<file path="config.mk">
export PLATFORM = sky130hd
export DESIGN_NAME = mouse_axis_emu_flat
export DESIGN_NICKNAME = d
export VERILOG_FILES = /design/src/rtl/mouse_axis_emu_if.sv /design/src/rtl/mouse_axis_emu.sv /design/src/flat_wrapper.sv
export SDC_FILE = /design/constraint.sdc
export NUM_CORES = 1
export LEC_CHECK = 0
export BUFFER_PORTS_ARGS = -buffer_cell sky130_fd_sc_hd__clkbuf_2
export CORE_MARGIN = 4
export CORE_UTILIZATION = 50
export CTS_CLUSTER_DIAMETER = 150
export DETAILED_ROUTE_END_ITERATION = 10
export PLACE_DENSITY = 0.74
export REMOVE_ABC_BUFFERS = 1
export SKIP_CTS_REPAIR_TIMING = 1
export SLEW_MARGIN = 20
export SYNTH_ARGS = -nofsm -noshare
export SYNTH_HDL_FRONTEND = slang
export SYNTH_SLANG_ARGS = --single-unit
</file>
<file path="constraint.sdc">
create_clock -name clk_sys -period 11.3 [get_ports clk_sys]
set_input_delay 1.13 -clock clk_sys [delete_from_list [all_inputs] [get_ports clk_sys]]
set_output_delay 1.13 -clock clk_sys [all_outputs]
set_load 0.01 [all_outputs]
</file>
<file path="src/rtl/mouse_axis_emu_if.sv">
// rtl/mouse_axis_emu_if.sv - mouse/joystick input and axis output bundle for mouse_axis_emu
interface mouse_axis_emu_if #(
   parameter int WIDTH = 8
);
   logic [24:0]             ps2_mouse;
   logic [15:0]             joya;
   logic [7:0]              joy;
   logic                    cpu_halt;
   logic                    spring;
   logic signed [WIDTH-1:0] ax;
   logic signed [WIDTH-1:0] ay;
   logic [7:0]              j;
   logic                    emu_active;

   modport master (
      output ps2_mouse, joya, joy, cpu_halt, spring,
      input  ax, ay, j, emu_active
   );

   modport slave (
      input  ps2_mouse, joya, joy, cpu_halt, spring,
      output ax, ay, j, emu_active
   );
endinterface

</file>
<file path="src/rtl/mouse_axis_emu.sv">
// rtl/mouse_axis_emu.sv - PS/2 mouse to analog axis emulator; spring-return built with MOUSE_AXIS_DECAY_EN
module mouse_axis_emu #(
   parameter int WIDTH     = 8,
   parameter int SHIFT     = 1,
   parameter int STEP_MAX  = 10,
   parameter int INVERT_Y  = 0,
   parameter int DECAY_DIV = 16384
) (
   input logic              clk_sys,
   input logic              RESET_N,
   mouse_axis_emu_if.slave  bus
);
   localparam int AMAX = (1 << (WIDTH - 1)) - 1;
   localparam int AMIN = -(1 << (WIDTH - 1));
   localparam logic signed [WIDTH:0] ONE = (WIDTH + 1)'(1);

   logic                    emu_q, emu_d;
   logic signed [WIDTH:0]   mx_q, mx_d, my_q, my_d;
   logic                    old_stb_q, old_stb_d;
   logic                    primed_q, primed_d;
   logic signed [WIDTH-1:0] ax_q, ay_q;
   logic [7:0]              j_q;
   logic                    act_q;
   logic                    stb, packet, override, decay_en;

   // 9-bit signed mouse delta -> shifted, optionally negated, clamped step
   function automatic logic signed [31:0] scale_delta(input logic sgn, input logic [7:0] mag,
                                                      input logic neg);
      logic signed [31:0] v;
      v = {{24{sgn}}, mag};
      v = v >>> SHIFT;
      if (neg) v = -v;
      if (v > STEP_MAX) v = STEP_MAX;
      else if (v < -STEP_MAX) v = -STEP_MAX;
      return v;
   endfunction

   // accumulate and saturate to the WIDTH-bit signed range
   function automatic logic signed [WIDTH:0] sat_add(input logic signed [WIDTH:0] acc,
                                                     input logic signed [31:0] d);
      logic signed [31:0] s;
      s = 32'(acc) + d;
      if (s > AMAX) s = AMAX;
      else if (s < AMIN) s = AMIN;
      return s[WIDTH:0];
   endfunction

   // spring-return: one step toward zero
   function automatic logic signed [WIDTH:0] toward_zero(input logic signed [WIDTH:0] acc);
      if (acc == '0) return acc;
      return acc[WIDTH] ? acc + ONE : acc - ONE;
   endfunction

   // real stick byte sign-extended or truncated to the axis width
   function automatic logic signed [WIDTH-1:0] stick_ext(input logic [7:0] b);
      logic signed [31:0] t;
      t = {{24{b[7]}}, b};
      return t[WIDTH-1:0];
   endfunction

   assign stb      = bus.ps2_mouse[24];
   assign packet   = primed_q && (stb != old_stb_q);
   assign override = (bus.joya != 16'h0000) || bus.cpu_halt;

   logic unused_bits;
   assign unused_bits = ^{bus.ps2_mouse[7:6], bus.ps2_mouse[3:2]};

`ifdef MOUSE_AXIS_DECAY_EN
   localparam int CW = $clog2(DECAY_DIV + 1);
   logic [CW-1:0] cnt_q, cnt_d;
   logic          tick;

   // free-running tick divider
   always_comb begin
      tick  = (cnt_q == CW'(DECAY_DIV - 1));
      cnt_d = tick ? '0 : cnt_q + 1'b1;
   end

   // divider register
   always_ff @(posedge clk_sys or negedge RESET_N) begin
      if (!RESET_N) cnt_q <= '0;
      else          cnt_q <= cnt_d;
   end

   assign decay_en = bus.spring & tick;
`else
   logic unused_spring;
   assign unused_spring = bus.spring;
   assign decay_en      = 1'b0;
`endif

   // accumulator next state: override beats packet, packet beats decay tick
   always_comb begin
      emu_d     = emu_q;
      mx_d      = mx_q;
      my_d      = my_q;
      old_stb_d = stb;
      primed_d  = 1'b1;
      if (override) begin
         emu_d = 1'b0;
         mx_d  = '0;
         my_d  = '0;
      end else if (packet) begin
         emu_d = 1'b1;
         mx_d  = sat_add(mx_q, scale_delta(bus.ps2_mouse[4], bus.ps2_mouse[15:8], 1'b0));
         my_d  = sat_add(my_q, scale_delta(bus.ps2_mouse[5], bus.ps2_mouse[23:16],
                                           INVERT_Y != 0));
      end else if (decay_en && emu_q) begin
         mx_d = toward_zero(mx_q);
         my_d = toward_zero(my_q);
      end
   end

   // accumulator, strobe tracking and priming state
   always_ff @(posedge clk_sys or negedge RESET_N) begin
      if (!RESET_N) begin
         emu_q     <= 1'b0;
         mx_q      <= '0;
         my_q      <= '0;
         old_stb_q <= 1'b0;
         primed_q  <= 1'b0;
      end else begin
         emu_q     <= emu_d;
         mx_q      <= mx_d;
         my_q      <= my_d;
         old_stb_q <= old_stb_d;
         primed_q  <= primed_d;
      end
   end

   // registered output mux between mouse emulation and the real stick
   always_ff @(posedge clk_sys or negedge RESET_N) begin
      if (!RESET_N) begin
         ax_q  <= '0;
         ay_q  <= '0;
         j_q   <= '0;
         act_q <= 1'b0;
      end else begin
         act_q <= emu_q;
         if (emu_q) begin
            ax_q <= mx_q[WIDTH-1:0];
            ay_q <= my_q[WIDTH-1:0];
            j_q  <= {bus.joy[7], bus.ps2_mouse[1:0], bus.joy[4:0]};
         end else begin
            ax_q <= stick_ext(bus.joya[7:0]);
            ay_q <= stick_ext(bus.joya[15:8]);
            j_q  <= bus.joy;
         end
      end
   end

   assign bus.ax         = ax_q;
   assign bus.ay         = ay_q;
   assign bus.j          = j_q;
   assign bus.emu_active = act_q;
endmodule

</file>
<file path="src/flat_wrapper.sv">
// flat-port wrapper written by rule: the top's interface ports become plain ports
module mouse_axis_emu_flat 
#(
   parameter int WIDTH     = 8,
   parameter int SHIFT     = 1,
   parameter int STEP_MAX  = 10,
   parameter int INVERT_Y  = 0,
   parameter int DECAY_DIV = 16384
)
  (clk_sys, RESET_N, bus_ps2_mouse, bus_joya, bus_joy, bus_cpu_halt, bus_spring, bus_ax, bus_ay, bus_j, bus_emu_active);
  mouse_axis_emu_if #(.WIDTH(WIDTH)) bus_i ();
  input logic clk_sys;
  input logic RESET_N;
  input wire logic [$bits(bus_i.ps2_mouse)-1:0] bus_ps2_mouse;
  input wire logic [$bits(bus_i.joya)-1:0] bus_joya;
  input wire logic [$bits(bus_i.joy)-1:0] bus_joy;
  input wire logic [$bits(bus_i.cpu_halt)-1:0] bus_cpu_halt;
  input wire logic [$bits(bus_i.spring)-1:0] bus_spring;
  output wire logic [$bits(bus_i.ax)-1:0] bus_ax;
  output wire logic [$bits(bus_i.ay)-1:0] bus_ay;
  output wire logic [$bits(bus_i.j)-1:0] bus_j;
  output wire logic [$bits(bus_i.emu_active)-1:0] bus_emu_active;
  assign bus_i.ps2_mouse = bus_ps2_mouse;
  assign bus_i.joya = bus_joya;
  assign bus_i.joy = bus_joy;
  assign bus_i.cpu_halt = bus_cpu_halt;
  assign bus_i.spring = bus_spring;
  assign bus_ax = bus_i.ax;
  assign bus_ay = bus_i.ay;
  assign bus_j = bus_i.j;
  assign bus_emu_active = bus_i.emu_active;
  mouse_axis_emu #(.WIDTH(WIDTH), .SHIFT(SHIFT), .STEP_MAX(STEP_MAX), .INVERT_Y(INVERT_Y), .DECAY_DIV(DECAY_DIV)) u_core (.clk_sys(clk_sys), .RESET_N(RESET_N), .bus(bus_i));
endmodule
</file>
==> implementation parameters <==
Parameter                              Value

Run status
  Result of the run    finished, final reports clean

Final layout
  Layout cells sized above 1    0.2582
  Leading cell types in the layout, fill and taps excluded    sky130_fd_sc_hd__clkbuf_2, sky130_fd_sc_hd__dfrtp_1, sky130_fd_sc_hd__nor2_1
  Leading cell type in the layout, fill and taps excluded    sky130_fd_sc_hd__clkbuf_2
  Number of antenna diodes    0
  Register Area    0.001151 mm2
  Final instance count without filler cells    522
  Layout Nets    523
  Number of filler instances in the final layout    571
  Area added between synthesis and finish    14.89%
  Multi-input combinational cell area    0.002317 mm2

Die
  Starting density of the core    0.5211
  Die Width    92.62 um
  Die ar.    0.008578 mm2
  Area of the placeable core    0.006869 mm2
  Std-Cell Rows    30
  Die Span Y    92.62 um
  Boundary pin count    78

Clocking
  Clock latency on the worst-skew pair    0.29 ns
  CTS tree    done
  H-tree Lvls    2
  Clock sink total    46
  Number of buffers added by the clock tree synthesis step    5
  Register clock-pin slew on the reported worst setup and hold paths    0.07 ns
  Root Buffer Master    sky130_fd_sc_hd__clkbuf_8
  Maximum count of clock buffers along a single path    2

Synth
  Dominant combinational cell family by area after synthesis    adder cells
  Number of synthesized flops with an enable pin    0
  Post-synthesis async set-or-reset flop share    1.000
  Post-synth cell types    59
  Post-synthesis share of cell area spent on and, or, nand and nor gates    0.1811
  #FFs+latches synth    46
  Post-synthesis mux area share    0.05662
  Complex-gate fraction of the synthesized area    0.1818
  Synth Flop Type    sky130_fd_sc_hd__dfrtp_1
  Share of the synthesized area in the top cell type    0.3216
  Library cell occupying the most area in the post-synthesis netlist    sky130_fd_sc_hd__dfrtp_1
  Post-synthesis sequential area ratio    0.3216
  Avg Cell Area, Syn    10.11 um2
  YS warnings    0
  Xor and xnor fraction of the mapped netlist area    0.02202
  Synth top area cells    sky130_fd_sc_hd__dfrtp_1, sky130_fd_sc_hd__fa_1, sky130_fd_sc_hd__ha_1
  Combined area of all synthesized cells    0.003580 mm2
  Gate count of the mapped netlist    354
  Fraction of the mapped netlist area in adder cells    0.2041

Critical path
  Required time of the worst setup path    11.48 ns
  Data arrival time of the critical path    6.07 ns
  Kind of critical path    in2reg
  Cell type group with the largest total delay on the critical path    simple AND/OR/NAND/NOR gates
  Critical path's slowest cell    sky130_fd_sc_hd__fa_1
  Endpoint class of the critical path    register
  Crit-path cells    clkbuf_2 -> nand4_1 -> or2_2 -> ha_1 -> nor3b_1 -> ha_1 -> inv_1 -> fa_1 -> nand2b_1 -> a21oi_1 -> o31a_1 -> or2_2 -> a21oi_1 -> inv_1 -> fa_1 -> nand4bb_1 -> nor4_1 -> nand2_1 -> a2111oi_4 -> o21ai_0 -> a22o_1
  Largest fanout of any net on the critical path    7
  Number of buffers and inverters on the critical path    3
  Highest cell delay on the worst timing path    0.43 ns
  Sort of element at the start of the critical path    input pin

Power
  Leakage power summed over all cells    0.001914 uW
  PwrDens    79.87 mW/mm2
  Part of the power in the clock network    0.276
  Largest voltage drop on the vdd net    0.04483 mV
  Combinational share of power    0.206
  Switching component of the power    88.42 uW
  Internal power contribution    240.1 uW
  Portion of total power attributed to sequential cells    0.518
  Switching share of total power    0.2692

STA
  Share of the cycle needed by the critical path after routing    0.5208
  RSZ-0062 raised after global routing    no
  Final setup violation count    0
  Crit path setup slack, layout    5.415 ns
  Worst Tran Pin Value    0.9593 ns
  Upper clock frequency limit    169.9 MHz
  Sum of negative setup slack    0 ns
  Max-slew headroom at the worst pin    0.3605
  Number of max-slew violations in the final report    0
  Worst Skew    0.002338 ns
  Minimum clock period    5.885 ns
  Number of endpoints with negative hold slack in the final report    0

Global route
  Total global routing overflow    0
  Met1 track demand over resource    0.2393
  Global-route usage over all layers    0.1782
  Antenna violations before repair    0
  Number of global-route vias before repair    2807
  Met3 capacity usage during global routing    0.02762
  Most used routing layer in global routing    met2
  First-pass GRT wire length    12.54 mm
  Met2 global-route usage    0.3094
  Maximum number of pins on one net before global-route repair    47

Place
  Number of buffers added on ports    70
  Weighted congestion reported at the end of routability-driven placement    0.8441
  Placed wire-length estimate    6.198 mm
  Total instance count after detailed placement    515
  Post-placement worst setup slack    4.963 ns

Routing
  Antenna viol nets, final    0
  Initial drt markers    121
  Routed wire per std cell    14.28 um
  Total iterations of the first detailed-routing run    4
  Drc violations    0
  Via density    5.525
  Vias    2884
  Total detailed-routing wirelength    7.455 mm

Min path
  Worst min-delay path category    reg2reg

Job
  Max-cap viol count    0
-- registers in the layout, summed over array words and instances (netlist names) --
name,count
u_core.bus.ay,8
u_core.bus.ax,8
u_core.bus.emu_active,1
u_core.my_q,9
u_core.emu_q,1
u_core.bus.j,8
u_core.primed_q,1
u_core.mx_q,9
u_core.old_stb_q,1
-- through the flow --
stage / hold WS [ns] / utilization / area, um2 / power (uW)
after floorplan: 0.4723 / - / 3556 / 214.9
after CTS: 0.5357 / 0.5984 / 4110 / 331.1
after detailed placement: 0.5191 / 0.5873 / 4034 / 241.0
after global routing: 0.5796 / 0.5987 / 4113 / 347.9
after global placement: 0.5244 / 0.5873 / 4034 / 238.9
final: 0.5434 / 0.5987 / 4113 / 328.5
-- layer usage --
layer,up-vias,wire (um)
li1,1428,-
met1,1392,3393
met2,60,3745
met3,4,276
met4,0,40
met5,-,0
-- worst register-to-register path, stage by stage, from the launching register on --
cell	delay (ns)
sky130_fd_sc_hd__dfrtp_1	0.40
sky130_fd_sc_hd__ha_1	0.25
sky130_fd_sc_hd__inv_1	0.09
sky130_fd_sc_hd__fa_1	0.20
sky130_fd_sc_hd__nand2b_1	0.14
sky130_fd_sc_hd__a21oi_1	0.11
sky130_fd_sc_hd__o31a_1	0.32
sky130_fd_sc_hd__or2_2	0.32
sky130_fd_sc_hd__a21oi_1	0.25
sky130_fd_sc_hd__inv_1	0.12
sky130_fd_sc_hd__fa_1	0.45
sky130_fd_sc_hd__nand4bb_1	0.19
sky130_fd_sc_hd__nor4_1	0.40
sky130_fd_sc_hd__nand2_1	0.18
sky130_fd_sc_hd__a2111oi_4	0.41
sky130_fd_sc_hd__o21ai_0	0.17
sky130_fd_sc_hd__a22o_1	0.22
-- synth_stat cells (5+ instances only) --
cell type,number
sky130_fd_sc_hd__a21o_1,6
sky130_fd_sc_hd__a21oi_1,19
sky130_fd_sc_hd__a221o_1,7
sky130_fd_sc_hd__dfrtp_1,46
sky130_fd_sc_hd__fa_1,24
sky130_fd_sc_hd__ha_1,20
sky130_fd_sc_hd__inv_1,24
sky130_fd_sc_hd__mux2_2,18
sky130_fd_sc_hd__nand2_1,17
sky130_fd_sc_hd__nand2b_1,7
sky130_fd_sc_hd__nand4_1,8
sky130_fd_sc_hd__nor2_1,45
sky130_fd_sc_hd__nor3_1,5
sky130_fd_sc_hd__nor4_1,10
sky130_fd_sc_hd__o21ai_0,11
sky130_fd_sc_hd__or2_2,5
sky130_fd_sc_hd__xor2_1,8
-- final cells by class --
type,instances,share of cell area
Clock buffer,7,0.01856
Inverter,24,0.02190
Multi-Input combinational cell,278,0.5634
Sequential cell,46,0.2799
Tap cell,96,0.02921
Timing Repair Buffer,71,0.08701
-- cell families after synthesis --
logic type	after synthesis
AO/OA/AOI/OAI	85
XOR/XNOR	9
adder cells (fa/ha/maj)	44
buffers and inverters	30
flip-flops	46
multiplexers	18
other	1
AND/OR/NAND/NOR	121
-- final timing paths --
kind	from	end	slack, ns	depth (start not counted)
max	bus_ps2_mouse[4]	u_core.mx_q[6]	5.41	21
min reg2reg	u_core.mx_q[2]	u_core.mx_q[2]	0.54	2
min in group asynchronous	RESET_N	u_core.bus.j[4]	0.99	1
max in group asynchronous	RESET_N	u_core.mx_q[0]	9.72	1
max reg2reg	u_core.mx_q[0]	u_core.mx_q[6]	6.97	16
min	u_core.mx_q[2]	u_core.mx_q[2]	0.54	2
-- power by group through the flow --
stage	clock network [uW]	logic (uW)	registers (uW)
floorplan	0	38.7	176
global placement	0	65.3	174
detailed placement	0	67.4	174
CTS	93.1	67.7	170
global route	101	76.0	171
finish	90.7	67.5	170
Note: power is estimated with default switching activity, not from simulation.
